$ cat src/rtl/open_list_pkg.sv
// rtl/open_list_pkg.sv - shared state encoding and sizing helper for the open list
// Contents:
//   ol_state_e   : batch sorter controller states
//   count_width  : bits needed to count 0..2*queue_size keys
package open_list_pkg;

    typedef enum logic [1:0] {
        FILL   = 2'd0,
        SETTLE = 2'd1,
        DRAIN  = 2'd2
    } ol_state_e;

    function automatic int count_width(input int queue_size);
        return $clog2(2 * queue_size + 1);
    endfunction

endpackage

$ cat src/rtl/settle_timer.sv
// rtl/settle_timer.sv - load/decrement/zero counter that spaces queue accesses
// Ports:
//   clk_i, rst_i : clock, asynchronous active-high reset
//   load_i       : reload the counter with LOAD_VALUE
//   zero_o       : counter is 0 this cycle
//   expiring_o   : counter reaches 0 at the next edge unless reloaded
module settle_timer #(
    parameter int LOAD_VALUE = 2
) (
    input  logic clk_i,
    input  logic rst_i,
    input  logic load_i,
    output logic zero_o,
    output logic expiring_o
);

    localparam int W = (LOAD_VALUE < 1) ? 1 : $clog2(LOAD_VALUE + 1);

    logic [W-1:0] cnt_q, cnt_d;

    // Saturates at zero so an idle period never wraps the count.
    always_comb begin
        cnt_d = cnt_q;
        if (load_i) begin
            cnt_d = W'(LOAD_VALUE);
        end else if (cnt_q != '0) begin
            cnt_d = cnt_q - W'(1);
        end
    end

    always_ff @(posedge clk_i or posedge rst_i) begin
        if (rst_i) begin
            cnt_q <= '0;
        end else begin
            cnt_q <= cnt_d;
        end
    end

    assign zero_o     = (cnt_q == '0);
    assign expiring_o = (cnt_q <= W'(1));

endmodule

$ cat src/rtl/open_list_batch_sorter.sv
// rtl/open_list_batch_sorter.sv - fills the min-queue with a key batch, drains it in ascending order
// Ports:
//   CLK, RST                        : clock, asynchronous active-high reset
//   s_valid/s_ready/s_data/s_last   : input key stream
//   m_valid/m_ready/m_data/m_last   : sorted output stream, smallest first
//   o_trunc                         : pulse when a batch is force-ended by a full queue
//   o_busy                          : low only when idle in FILL with no keys stored
//   q_wrt/q_read/q_node_f           : queue enqueue, dequeue and data input
//   q_full/q_empty/q_head           : queue status and current minimum
module open_list_batch_sorter
    import open_list_pkg::*;
#(
    parameter int QUEUE_SIZE    = 4,
    parameter int DATA_WIDTH    = 32,
    parameter int SETTLE_CYCLES = 2
) (
    input  logic                  CLK,
    input  logic                  RST,
    input  logic                  s_valid,
    output logic                  s_ready,
    input  logic [DATA_WIDTH-1:0] s_data,
    input  logic                  s_last,
    output logic                  m_valid,
    input  logic                  m_ready,
    output logic [DATA_WIDTH-1:0] m_data,
    output logic                  m_last,
    output logic                  o_trunc,
    output logic                  o_busy,
    output logic                  q_wrt,
    output logic                  q_read,
    output logic [DATA_WIDTH-1:0] q_node_f,
    input  logic                  q_full,
    input  logic                  q_empty,
    input  logic [DATA_WIDTH-1:0] q_head
);

    localparam int CW = count_width(QUEUE_SIZE);

    ol_state_e             state_q, state_d;
    logic [CW-1:0]         count_q, count_d;
    logic                  m_valid_q, m_valid_d;
    logic                  m_last_q, m_last_d;
    logic [DATA_WIDTH-1:0] m_data_q, m_data_d;
    logic                  trunc_q, trunc_d;
    logic                  settle_load, settle_zero, settle_expiring;
    logic                  s_hs, m_hs;

    settle_timer #(
        .LOAD_VALUE(SETTLE_CYCLES)
    ) u_settle (
        .clk_i      (CLK),
        .rst_i      (RST),
        .load_i     (settle_load),
        .zero_o     (settle_zero),
        .expiring_o (settle_expiring)
    );

    assign s_hs = s_valid && s_ready;
    assign m_hs = m_valid_q && m_ready;

    always_comb begin
        state_d     = state_q;
        count_d     = count_q;
        m_valid_d   = m_valid_q;
        m_last_d    = m_last_q;
        m_data_d    = m_data_q;
        trunc_d     = 1'b0;
        settle_load = 1'b0;
        s_ready     = 1'b0;
        q_wrt       = 1'b0;
        q_read      = 1'b0;
        q_node_f    = s_data;

        if (m_hs) begin
            m_valid_d = 1'b0;
            m_last_d  = 1'b0;
        end

        unique case (state_q)
            FILL: begin
                s_ready = !q_full;
                if (s_hs) begin
                    q_wrt   = 1'b1;
                    count_d = count_q + CW'(1);
                    if (s_last) begin
                        state_d     = SETTLE;
                        settle_load = 1'b1;
                    end
                end else if (q_full && count_q != '0) begin
                    // Queue is out of room mid-batch: sort what we have and leave
                    // the pending input key for the next batch.
                    trunc_d     = 1'b1;
                    state_d     = SETTLE;
                    settle_load = 1'b1;
                end
            end
            SETTLE: begin
                if (settle_expiring) begin
                    state_d = DRAIN;
                end
            end
            DRAIN: begin
                if (count_q != '0 && q_empty) begin
                    // Queue lost keys we counted in: close the batch on whatever is held.
                    count_d  = '0;
                    m_last_d = m_valid_d;
                end else if (settle_zero && count_q != '0 && (!m_valid_q || m_ready)) begin
                    q_read      = 1'b1;
                    m_data_d    = q_head;
                    m_valid_d   = 1'b1;
                    m_last_d    = (count_q == CW'(1));
                    count_d     = count_q - CW'(1);
                    settle_load = 1'b1;
                end else if (count_q == '0 && !m_valid_q) begin
                    state_d = FILL;
                end
            end
            default: state_d = FILL;
        endcase
    end

    always_ff @(posedge CLK or posedge RST) begin
        if (RST) begin
            state_q   <= FILL;
            count_q   <= '0;
            m_valid_q <= 1'b0;
            m_last_q  <= 1'b0;
            m_data_q  <= '0;
            trunc_q   <= 1'b0;
        end else begin
            state_q   <= state_d;
            count_q   <= count_d;
            m_valid_q <= m_valid_d;
            m_last_q  <= m_last_d;
            m_data_q  <= m_data_d;
            trunc_q   <= trunc_d;
        end
    end

    assign m_valid = m_valid_q;
    assign m_last  = m_last_q;
    assign m_data  = m_data_q;
    assign o_trunc = trunc_q;
    assign o_busy  = !(state_q == FILL && count_q == '0);

endmodule

$ cat config.mk
export PLATFORM = sky130hd
export DESIGN_NAME = open_list_batch_sorter
export DESIGN_NICKNAME = d
export VERILOG_FILES = /design/src/rtl/open_list_pkg.sv /design/src/rtl/settle_timer.sv /design/src/rtl/open_list_batch_sorter.sv
export SDC_FILE = /design/constraint.sdc
export NUM_CORES = 1
export LEC_CHECK = 0
export ABC_CLOCK_PERIOD_IN_PS = 2000
export CAP_MARGIN = 5
export CORE_UTILIZATION = 33
export CTS_BUF_LIST = sky130_fd_sc_hd__clkbuf_4 sky130_fd_sc_hd__clkbuf_8
export DETAILED_ROUTE_END_ITERATION = 16
export PLACE_DENSITY = 0.83
export SETUP_SLACK_MARGIN = 0.3
export SLEW_MARGIN = 20
export SYNTH_ARGS = -nofsm -noshare
export SYNTH_HDL_FRONTEND = slang
export SYNTH_SLANG_ARGS = --single-unit
$ cat constraint.sdc
create_clock -name CLK -period 2 [get_ports CLK]
set_input_delay 0.4 -clock CLK [delete_from_list [all_inputs] [get_ports CLK]]
set_output_delay 0.4 -clock CLK [all_outputs]
set_load 0.005 [all_outputs]
==> flow_summary.yaml <==
finish:
  layout_common_cells: "clkdlybuf4s50_1, dfrtp_1, mux2_4"
  drive_gt1_frac: 0.406
  final_common_cell: "clkdlybuf4s50_1"
  layout.cells.non_filler: 348
  finalNetCount: 346
  area_growth_syn_to_layout_pct: 65.7
  fin_util: 0.563
  fill_cells: 533
  n_antenna_cell: 0
placed_design:
  portBuffers: 77
  place_inst: 320
  hpwl_um: 3430
  gp_congestion: 0.754
clock_tree:
  tritoncts: "yes"
  clock_sinks: 43
  clock-root-buffer: "clkbuf_8"
  h-tree-depth: 2
  clkLatencyLatePin_ns: 0.30
  clk_pin_slew_ns: 0.09
  cts_buffers: 5
  cts_max_path_buffers: 2
  cts_hold_buf: 0
sta:
  whs_ns: 0.415
  tns_ns: 0
  worst_pin_slew_ns: 0.448
  slew_violations: 0
  skew_ns: 0.00984
  setup_viol: 0
  max_freq_ghz: 0.504
  finalHoldViolCount: 0
  period_share: 0.993
  slew-limit-headroom: 0.701
  rsz0062_at_grt: "yes"
  period_minus_slack_ns: 1.99
flow_run:
  drv_cap: 0
logic_synthesis:
  synth-seq-area-share: 0.501
  synth_warnings: 0
  synth.distinct_cells: 34
  synth_area_leader_cell: "dfrtp_1"
  syn_nets: 256
  syn-cell-area_mm2: 0.00215
  syn_area_per_cell_um2: 11.9
  netlist_instances: 180
  synth_top_cell_area_share: 0.501
  synth_area_leaders: "dfrtp_1, mux2_2, buf_4, ha_1, nand2_1"
  ys_ff_latch: 43
setup_path:
  r2r-start: "count_q[0]$_DFFE_PP0P_"
  path_cells: "inv_2 > ha_4 > or3b_4 > buf_6 > buf_6 > and2_4 > o21ai_4 > inv_2 > or3_1"
  critPathSlowestCell: "dfrtp_1"
  crit_family: "simple AND/OR/NAND/NOR gates"
  r2r_setup_slack_ns: 0.01
  worstSetupPathType: "register to register"
  cp.buffers_inverters: 4
  arrival_ns: 2.16
  cp_max_fo: 5
  end_kind: "register"
  required_ns: 2.17
  r2r_end: "u_settle.cnt_q[1]$_DFFE_PP0P_"
  crit_path_max_incr_delay_ns: 0.39
  cp-start-kind: "register"
  ff2ff_path_depth: 9
die:
  die-area_mm2: 0.00683
  ios: 142
  fp.dieW_um: 82.6
  die_y_um: 82.6
  rows: 29
  core_area_mm2: 0.00631
  start_util: 0.340
power_and_ir_drop:
  clkPwrFrac: 0.164
  p_sw_frac: 0.292
  vdd_ir_drop_max_mv: 0.600
  share_comb_of_total_power: 0.529
  p_per_area_mw_per_mm2: 1410
  internal-power_w: 0.00354
  p_leak_nw: 1.61
  power_switching_w: 0.00146
  power_w: 0.00499
  seqPwrFrac: 0.307
global_routing:
  grt_overflow: 0
  grt_max_degree: 25
  grt_use_total: 0.158
  antenna_found_initial: 0
  grt_first_pass_wirelength_um: 7800
  grt_pass1_vias: 1668
routing:
  drt_iter0_markers: 46
  firstDrtPassIters: 4
  vias: 1650
  detail_route.vias_per_cell: 4.74
  drt_drc_violations_left: 0
  wl_per_cell_um: 15.6
  drt_wl_total_um: 5440
  ant_nets: 0
worst_hold_path:
  worstHoldPathType: "primary input to asynchronous set/reset pin"
status:
  status: "complete, no violations"
## per-stage QoR
step,instance area [um^2],setup slack (ns)
detailed placement,2990,-0.303
global placement,2990,-0.289
finish,3550,0.0147
floorplan,2230,0.0948
CTS,3390,0.0195
global route,3550,-0.0524
## power groups by stage
stage	logic (W)	clock network (W)	registers [W]
floorplan	0.000959	0	0.00154
global placement	0.00204	0	0.00150
detailed placement	0.00209	0	0.00152
CTS	0.00232	0.000832	0.00152
global route	0.00287	0.000877	0.00158
finish	0.00264	0.000822	0.00153
## cells in the mapped netlist
cell type  count
a21o_2         1
a21oi_1        4
a221o_1        1
a31oi_1        1
and2_1         1
and2_4         1
and2b_2        1
and3_2         1
buf_4         32
buf_6          3
dfrtp_1       43
ha_1           5
inv_1          8
mux2_1         3
mux2_2        29
mux2i_1        1
nand2_1       10
nand2_4        1
nand2b_1       4
nand3_1        5
nand4_1        1
nor2_1         5
nor2b_1        1
nor3_1         2
nor3_4         1
o21ai_0        7
o21ai_2        1
o21bai_1       1
o22ai_1        1
o311ai_0       1
o31ai_1        1
or3_1          1
or3b_4         1
xor2_1         1
## worst register-to-register path: cells and delay by family, from the launching register on
family,cells,cell delay [ns]
simple gates,3,0.82
flops,1,0.39
buf+inv,4,0.38
fa+ha+maj,1,0.13
compound gates,1,0.13
## worst max-delay path by stage
stage / cells after the start / to / startpoint / slack, ns
floorplan: 7 / m_data[19]$_DFFE_PP0P_ / count_q[0]$_DFFE_PP0P_ / 0.09
global placement: 5 / q_read / m_ready / -0.29
detailed placement: 5 / q_read / m_ready / -0.30
CTS: 6 / q_read / count_q[0]$_DFFE_PP0P_ / 0.02
global route: 9 / u_settle.cnt_q[1]$_DFFE_PP0P_ / count_q[0]$_DFFE_PP0P_ / -0.05
finish: 9 / u_settle.cnt_q[1]$_DFFE_PP0P_ / count_q[0]$_DFFE_PP0P_ / 0.01
## state kept, by name, indices dropped and copies added (netlist names)
name,count
state_q,2
m_last,1
u_settle.cnt_q,2
count_q,4
m_data,32
m_valid,1
o_trunc,1
## area by class of cell
| cell class | count | area [um^2] | share of cell area |
|---|---|---|---|
| Timing Repair Buffer | 118 | 1230 | 0.346 |
| Sequential cell | 43 | 1080 | 0.303 |
| Multi-Input combinational cell | 94 | 985 | 0.277 |
| Tap cell | 77 | 96.3 | 0.0271 |
| Clock buffer | 6 | 76.3 | 0.0215 |
| Clock inverter | 2 | 60.1 | 0.0169 |
| Inverter | 8 | 30.0 | 0.00845 |
## per-layer routing
layer	global-route usage	up-vias	routed length, um
li1	-	760	-
met1	0.172	818	2120
met2	0.279	60	2850
met3	0.0538	12	364
met4	0.0672	0	106
met5	0	-	0
## kinds of logic (layout without fill, tap and decap cells)
group	Yosys count	in the layout	share of synthesized area
AO/OA/AOI/OAI	19	19	0.0554
AND/OR/NAND/NOR	36	36	0.0956
XOR/XNOR	1	1	0.00408
buffers and inverters	43	134	0.142
flip-flops	43	43	0.501
multiplexers	33	33	0.173
adder cells (fa/ha/maj)	5	5	0.0292
## repair_timing
action | CTS | global route
cloned | 3 | 1
resized for setup | 33 | 44
endpoints found under the setup margin | 42 | 45
pin swaps | 9 | 5
buffers inserted | 13 | 3
Power figures use the tool's default switching activity.
